[src/rtl/pc_unit.sv]
// Program counter for the RV32 fetch stage: selects trap / redirect / sequential
// next-PC, rejects misaligned or out-of-range candidates and parks in HALT.
module pc_unit #(
  parameter int unsigned          ADDR_W     = 32,
  parameter logic [ADDR_W-1:0]    IMEM_BASE  = 32'h0100_0000,
  parameter int unsigned          IMEM_WORDS = 512,
  parameter logic [ADDR_W-1:0]    TRAP_VEC   = 32'h0100_0000
) (
  input  logic              clk,
  input  logic              rst,
  input  logic              we,
  input  logic              redirect,
  input  logic [ADDR_W-1:0] redirect_addr,
  input  logic              trap,
  input  logic              resume,
  output logic [ADDR_W-1:0] instr_addr,
  output logic [ADDR_W-1:0] epc,
  output logic              halt,
  output logic [1:0]        fault_cause,
  output logic [ADDR_W-1:0] fault_addr
);

  // Control handshake: we is a one-cycle advance strobe sampled on the rising
  // edge while in RUN; resume is a one-cycle strobe sampled only in HALT. There
  // is no back-pressure: every sampled strobe is consumed on that same edge.

  localparam logic [ADDR_W-1:0] LAST_ADDR = IMEM_BASE + ADDR_W'(4 * (IMEM_WORDS - 1));

  typedef enum logic {
    S_RUN  = 1'b0,
    S_HALT = 1'b1
  } state_e;

  typedef enum logic [1:0] {
    CAUSE_NONE     = 2'b00,
    CAUSE_MISALIGN = 2'b01,
    CAUSE_RANGE    = 2'b10
  } cause_e;

  state_e            state_q, state_d;
  logic [ADDR_W-1:0] pc_q, pc_d;
  logic [ADDR_W-1:0] epc_q, epc_d;
  cause_e            cause_q, cause_d;
  logic [ADDR_W-1:0] faddr_q, faddr_d;

  logic [ADDR_W:0]   seq_sum;
  logic              seq_wrap;
  logic [ADDR_W-1:0] cand;
  logic              cand_is_trap;
  logic              cand_is_redirect;
  logic              cand_misaligned;
  logic              cand_out_of_range;

  // One extra bit catches the carry out of the increment, so a wrapped PC
  // is rejected even if the wrapped value lands back inside the window.
  assign seq_sum  = {1'b0, pc_q} + {{(ADDR_W-2){1'b0}}, 3'd4};
  assign seq_wrap = seq_sum[ADDR_W];

  always_comb begin
    cand             = seq_sum[ADDR_W-1:0];
    cand_is_trap     = 1'b0;
    cand_is_redirect = 1'b0;
    if (trap) begin
      cand         = TRAP_VEC;
      cand_is_trap = 1'b1;
    end else if (redirect) begin
      cand             = redirect_addr;
      cand_is_redirect = 1'b1;
    end
  end

  always_comb begin
    cand_misaligned   = cand_is_redirect && (cand[1:0] != 2'b00);
    cand_out_of_range = (cand < IMEM_BASE) || (cand > LAST_ADDR) ||
                        (!cand_is_trap && !cand_is_redirect && seq_wrap);
  end

  always_comb begin
    state_d = state_q;
    pc_d    = pc_q;
    epc_d   = epc_q;
    cause_d = cause_q;
    faddr_d = faddr_q;
    case (state_q)
      S_RUN: begin
        if (we) begin
          if (cand_misaligned) begin
            cause_d = CAUSE_MISALIGN;
            faddr_d = cand;
            state_d = S_HALT;
          end else if (cand_out_of_range) begin
            cause_d = CAUSE_RANGE;
            faddr_d = cand;
            state_d = S_HALT;
          end else begin
            pc_d = cand;
            if (cand_is_trap) begin
              epc_d = pc_q;
            end
          end
        end
      end
      S_HALT: begin
        if (resume) begin
          pc_d    = IMEM_BASE;
          cause_d = CAUSE_NONE;
          faddr_d = '0;
          state_d = S_RUN;
        end
      end
      default: begin
        state_d = S_RUN;
      end
    endcase
  end

  always_ff @(posedge clk or posedge rst) begin
    if (rst) begin
      state_q <= S_RUN;
      pc_q    <= IMEM_BASE;
      epc_q   <= '0;
      cause_q <= CAUSE_NONE;
      faddr_q <= '0;
    end else begin
      state_q <= state_d;
      pc_q    <= pc_d;
      epc_q   <= epc_d;
      cause_q <= cause_d;
      faddr_q <= faddr_d;
    end
  end

  // halt is the FSM state itself, so it doubles as the state debug view.
  assign instr_addr  = pc_q;
  assign epc         = epc_q;
  assign halt        = (state_q == S_HALT);
  assign fault_cause = cause_q;
  assign fault_addr  = faddr_q;

endmodule

[config.mk]
export PLATFORM = sky130hd
export DESIGN_NAME = pc_unit
export DESIGN_NICKNAME = d
export VERILOG_FILES = /design/src/rtl/pc_unit.sv
export SDC_FILE = /design/constraint.sdc
export NUM_CORES = 1
export LEC_CHECK = 0
export CAP_MARGIN = 20
export CORE_MARGIN = 3
export CORE_UTILIZATION = 50
export CTS_CLUSTER_DIAMETER = 80
export DETAILED_ROUTE_END_ITERATION = 16
export PLACE_DENSITY = 0.91
export RECOVER_POWER = 100
export SLEW_MARGIN = 20
export SYNTH_ARGS = -nofsm -noshare
export SYNTH_HDL_FRONTEND = slang
export SYNTH_SLANG_ARGS = --single-unit
[constraint.sdc]
create_clock -name clk -period 7.4 [get_ports clk]
set_input_delay 2.22 -clock clk [delete_from_list [all_inputs] [get_ports clk]]
set_output_delay 2.22 -clock clk [all_outputs]
set_load 0.01 [all_outputs]
# --- Word-level counts from Yosys, hierarchy flattened ---
# Cells that the tools add are included.
# Widths: inputs -> output; s select.
op_classes:
  addsub: 1
  order_cmp: 2
  n_eq_ne: 5
  n_mux: 25
  n_bitwise: 3
  reduce_logical: 11
op_table:
  columns: ["cell", "n"]
  rows:
  - ["$mux 32", 10]
  - ["$pmux 32 s2", 2]
  - ["$add 32x3->33 const B", 1]
  - ["$gt 32x25->1 const B", 1]
  - ["$lt 32x25->1 const B", 1]
  - ["$mux 2", 4]
  - ["$ne 2x2->1 const B", 4]
  - ["$mux 1", 7]
  - ["$reduce_and 5->1", 1]
  - ["$pmux 2 s2", 1]
  - ["$reduce_and 4->1", 1]
  - ["$logic_and 1x1->1", 3]
  - ["$ne 3x3->1 const B", 1]
  - ["$not 1->1", 3]
  - ["$reduce_and 3->1", 1]
  - ["$logic_not 1->1", 2]
  - ["$logic_or 1x1->1", 2]
  - ["$pmux 1 s2", 1]
  - ["$reduce_bool 2->1", 1]
totals:
  reg_bits: 99
  output_inout_bits: 99

# --- Longest topological paths before layout ---
depth:
  word_depth: 10
  depth_mapped: 12

# --- Worst setup path after synthesis ---
# Ideal clock, no wire load.
synth_timing:
  path_kind: "input-to-reg"
  from: "input redirect"
  to: "register faddr_q[24] (netlist: fault_addr[24])"
  arrival_time_ns: 4.571
  required_ns: 7.275
  path_slack_ns: 2.705
  stages: 11
  path_cell_list: "clkbuf_1 inv_1 buf_2 buf_1 o41ai_1 o221ai_1 nand2_1 a2111oi_1 nand4_2 o21ai_4 mux2_2"
synth_via:
  elab_chain_cells: 8
synth_rtl:
  columns: ["element", "line", "text"]
  rows:
  - ["start, declared", "12", "input logic redirect,"]
  - ["branches (longest 8 deep; another with $lt 32x25->1)", null, null]
  - ["end signal, assigned", "129", "faddr_q <= faddr_d;"]
  - ["end, declared", "44", "logic [ADDR_W-1:0] faddr_q, faddr_d;"]
# Parallel ways; which one is timed is not known. The select of a mux whose other input is x is not followed.
# A chain may end at the register's enable or synchronous reset.

# --- Worst setup path in the final report ---
layout_timing:
  from: "input redirect"
  to: "register pc_q[20] (netlist: instr_addr[20])"
layout_via:
  elab_chain_cells: 8
layout_rtl:
  columns: ["element", "line", "text"]
  rows:
  - ["branches (longest 8 deep; another with $lt 32x25->1)", null, null]
  - ["end signal, assigned", "126", "pc_q <= pc_d;"]
  - ["end, declared", "41", "logic [ADDR_W-1:0] pc_q, pc_d;"]
# Parallel ways; which one is timed is not known. The select of a mux whose other input is x is not followed.

==> impl_summary.log <==
INFO  metric cts_tree = built
INFO  metric count_of_flip_flops_with_a_built_in_enable_after_synthesis = 0
INFO  metric num_vias = 4654
INFO  metric final.setup.tns = 0 ns
INFO  metric routed_wl = between 15000 and 20000 µm
INFO  metric pwr_density_cell = roughly 170 nW/µm²
INFO  metric final_hold_viol_count = 0
INFO  metric postSynthNetCount = 533
INFO  metric worst_setup_hold_path_clk_slew = 0.09 ns
INFO  metric critical_path.startpoint_type = input pin
INFO  metric hold_buf_count_cts = 0
INFO  metric maximum_count_of_clock_buffers_along_a_single_path = 2
INFO  metric pwr-share-clk = ~33%
INFO  metric grt_first_pass_wirelength = 25100 µm
INFO  metric num_rows = 36
INFO  metric vdd_drop_max = 135 µV
INFO  metric final_core_util = 68.5%
INFO  metric timing.critical_path.required = 7.71 ns
INFO  metric layout.nets = 652
INFO  metric final_critical_path_setup_slack = 0.836 ns
INFO  metric hold_path_class = flop to flop
INFO  metric core_region_area = 9910 µm²
INFO  metric violations_in_the_final_reports = capacitance limit, slew limit
INFO  metric cts_inserted_buffers = 9
INFO  metric status = finished with violations
INFO  metric synth_area = just over 5000 µm²
INFO  metric post_synthesis_instance_total = about 490
INFO  metric die_height = 108 µm
INFO  metric synthesized_area_per_cell = 10.5 µm²
INFO  metric layout.filler_cells = 779
INFO  metric grt_overflow_total = 0
INFO  metric layout_min_cycle_time = 6.56 ns
INFO  metric layout-drive-gt1-share = 10.4%
INFO  metric initial_core_util = between 50% and 60%
INFO  metric syn_to_final_growth = 31.2%
INFO  metric cp-end-kind = flop
INFO  metric p_switching = 0.316 mW
INFO  metric critPathMostFrequentCell = sky130_fd_sc_hd__a2111oi_0
INFO  metric cts.root.buffer_cell = sky130_fd_sc_hd__clkbuf_8
INFO  metric yosys_warnings = 0
INFO  metric timing.final.crit_share = roughly nine tenths
INFO  metric cts.htree.levels = 3
INFO  metric synth_largest_type_area_fraction = 47.4%
INFO  metric place_congestion = roughly 0.9
INFO  metric fmax = about 150 MHz
INFO  metric drc = 0
INFO  metric timing.max_slew.rel_slack = -47.6%
INFO  metric die_x = ~110 µm
INFO  metric synthDistinctLibCells = 62
INFO  metric port_buffers = about 140
INFO  metric intPower = 0.854 mW
INFO  metric ioPinCount = approximately 140
INFO  metric synthArstFlopShare = 100%
INFO  metric drt_pass1_iterations = 5
INFO  metric die_area = 11600 µm²
INFO  metric cp_slowest_stage_delay = 0.99 ns
INFO  metric synth_ff_type = sky130_fd_sc_hd__dfrtp_1
INFO  metric layout.cell_area.non_filler = 6790 µm²
INFO  metric cp.arrival = about 7 ns
INFO  metric drt-wirelength-per-cell = approximately 21 µm
INFO  metric fin_skew = just over 0.01 ns
INFO  metric slew_violations = 60
INFO  metric pre_cts_slack = between 0.9 and 1 ns
INFO  metric power.share.combinational = about 17%
INFO  metric drt-vias-per-instance = 6.20
INFO  metric critPathKind = input pin to flop
INFO  metric track_usage = 28.1%
INFO  metric synth-seq-cells = 99
INFO  metric cap_viol_max_count = 2
INFO  metric ant_nets = 0
INFO  metric placed_area = 6590 µm²
INFO  metric drt_first_iter_violations = 333
INFO  metric path_cells = dlygate4sd3_1, buf_4, nor2b_1, a2111oi_0, o211ai_1, nor4_1, a2111oi_0, and4_1, a21oi_1, clkbuf_1, and2_0
INFO  metric pwr-share-seq = 49.9%
INFO  metric total_leakage_power = about 3.1 nW
INFO  metric maximum_number_of_pins_on_one_net_before_global_route_repair = 52
INFO  metric cts_setup_buffers = 0
INFO  metric worstSkewPairLatency = 0.38 ns
INFO  metric resized_gates_after_cts = 0
INFO  metric finalSetupViolations = 0
INFO  metric cp_slowest_cell = sky130_fd_sc_hd__dlygate4sd3_1
INFO  metric crit_family = buffers and inverters
INFO  metric netlist_top_cells_area = sky130_fd_sc_hd__dfrtp_1 (47%), sky130_fd_sc_hd__mux2_2 (6.8%), sky130_fd_sc_hd__and2_1 (3.3%)
INFO  metric crit_fanout = 32
INFO  metric netlist.top_cell.by_area = sky130_fd_sc_hd__dfrtp_1
INFO  metric dp.final_hpwl = 11500 µm
INFO  metric diodes = 0
INFO  metric seq_area_frac_synth = 47.9%
INFO  metric cp.buffers_inverters = 3
INFO  metric power_switching_share = 27.0%
INFO  metric antenna_found_initial = 0
INFO  metric worstMarginPinSlew = 2.20 ns
INFO  metric first_global_vias = roughly 4500
INFO  metric grt_setup_unrepaired = no
INFO  metric clock_sink_count = 99
[Yosys cell counts (all sizes together) (6+ instances only)]
cell    count
dfrtp      98
nand2      43
nor2       34
mux2       32
and2       27
clkbuf     23
nand4      16
o21ai      15
mux2i      14
nand2b     14
nor3       13
a31o       12
a32o       12
nor4       12
buf        11
nand3      11
inv         8
o311ai      7
o31a        7
a21oi       6
nor2b       6
o21a        6
xnor2       6
[path summary, 6_finish.rpt]
kind	startpoint	cells after the start	slack (ns)	to
worst min register to register	epc[8]	2	0.48	epc[8]
max in group asynchronous	rst	3	3.08	instr_addr[10]
worst max-delay path	redirect	11	0.84	instr_addr[20]
min in group asynchronous	rst	2	2.87	instr_addr[22]
worst max register to register	instr_addr[2]	9	2.60	instr_addr[5]
worst min-delay path	epc[8]	2	0.48	epc[8]
[layout by cell type, fill, tap and decap left out, types with 5 or more instances in the layout]
| master | count |
|---|---|
| sky130_fd_sc_hd__a211oi_1 | 5 |
| sky130_fd_sc_hd__a21oi_1 | 6 |
| sky130_fd_sc_hd__a31o_1 | 12 |
| sky130_fd_sc_hd__a32o_1 | 12 |
| sky130_fd_sc_hd__and2_0 | 9 |
| sky130_fd_sc_hd__and2_1 | 18 |
| sky130_fd_sc_hd__clkbuf_8 | 10 |
| sky130_fd_sc_hd__clkdlybuf4s50_1 | 34 |
| sky130_fd_sc_hd__dfrtp_1 | 98 |
| sky130_fd_sc_hd__dlygate4sd3_1 | 102 |
| sky130_fd_sc_hd__inv_1 | 6 |
| sky130_fd_sc_hd__mux2_2 | 31 |
| sky130_fd_sc_hd__mux2i_1 | 14 |
| sky130_fd_sc_hd__nand2_1 | 43 |
| sky130_fd_sc_hd__nand2b_1 | 14 |
| sky130_fd_sc_hd__nand3_1 | 10 |
| sky130_fd_sc_hd__nand4_1 | 13 |
| sky130_fd_sc_hd__nor2_1 | 34 |
| sky130_fd_sc_hd__nor2b_1 | 6 |
| sky130_fd_sc_hd__nor3_1 | 13 |
| sky130_fd_sc_hd__nor4_1 | 11 |
| sky130_fd_sc_hd__o2111ai_1 | 5 |
| sky130_fd_sc_hd__o21a_1 | 6 |
| sky130_fd_sc_hd__o21ai_0 | 13 |
| sky130_fd_sc_hd__o31a_1 | 7 |
| sky130_fd_sc_hd__o41ai_1 | 5 |
| sky130_fd_sc_hd__xnor2_1 | 6 |
[per-layer routing]
| layer | global-route usage [%] | share of wire (%) | vias to the layer above |
|---|---|---|---|
| met5 | 0 | 0 | - |
| met4 | 8.21 | 1.6 | 0 |
| met3 | 5.64 | 8.1 | 24 |
| met2 | 42.4 | 47 | 255 |
| met1 | 41.0 | 44 | 2298 |
| li1 | - | - | 2077 |
[metrics by stage]
step                      total power, mW  std cells  hold slack, ns
final                                1.17        751           0.485
after global routing                 1.21        751           0.521
after CTS                            1.19        751           0.491
after detailed placement            0.804        735           0.471
after global placement              0.800        735           0.467
after floorplan                     0.699        494           0.516
[worst reg2reg max path, cell delays in order (launching register included)]
cell	delay (ns)
sky130_fd_sc_hd__dfrtp_1	0.54
sky130_fd_sc_hd__ha_1	0.36
sky130_fd_sc_hd__nand2_1	0.28
sky130_fd_sc_hd__nor4_4	0.64
sky130_fd_sc_hd__nor4b_2	0.39
sky130_fd_sc_hd__a311oi_1	0.18
sky130_fd_sc_hd__a2111oi_2	0.48
sky130_fd_sc_hd__nand4_2	0.22
sky130_fd_sc_hd__nor3_1	1.26
sky130_fd_sc_hd__o21ai_0	0.26
[final cells by class]
| type | count | area, µm² | area share [%] |
|---|---|---|---|
| Clock buffer | 11 | 141 | 2.08 |
| Multi-Input combinational cell | 353 | 2500 | 36.8 |
| Tap cell | 133 | 166 | 2.45 |
| Inverter | 8 | 31.3 | 0.461 |
| Clock inverter | 5 | 77.6 | 1.14 |
| Timing Repair Buffer | 142 | 1400 | 20.6 |
| Sequential cell | 99 | 2480 | 36.5 |
[state kept, by name, summed over array words and instances, names as in the netlist]
| signal | flops |
|---|---|
| epc | 32 |
| fault_addr | 32 |
| fault_cause | 2 |
| halt | 1 |
| instr_addr | 32 |
[logic make-up after synthesis]
group | after synthesis | synth area share, %
simple gates | 196 | 21.0
fa+ha+maj | 1 | 0.242
mux | 46 | 9.68
flops | 99 | 47.9
buf+inv | 42 | 3.56
compound gates | 100 | 15.9
xor+xnor | 10 | 1.69
[power by group through the flow]
stage | Sequential [mW] | Clock (mW) | Combinational [mW]
3_3_place_gp | 0.594 | 0 | 0.207
4_1_cts | 0.584 | 0.391 | 0.212
6_report | 0.584 | 0.386 | 0.201
5_1_grt | 0.586 | 0.412 | 0.216
2_1_floorplan | 0.602 | 0 | 0.0971
3_5_place_dp | 0.594 | 0 | 0.211
No activity file was read; power rests on OpenSTA's default activity.
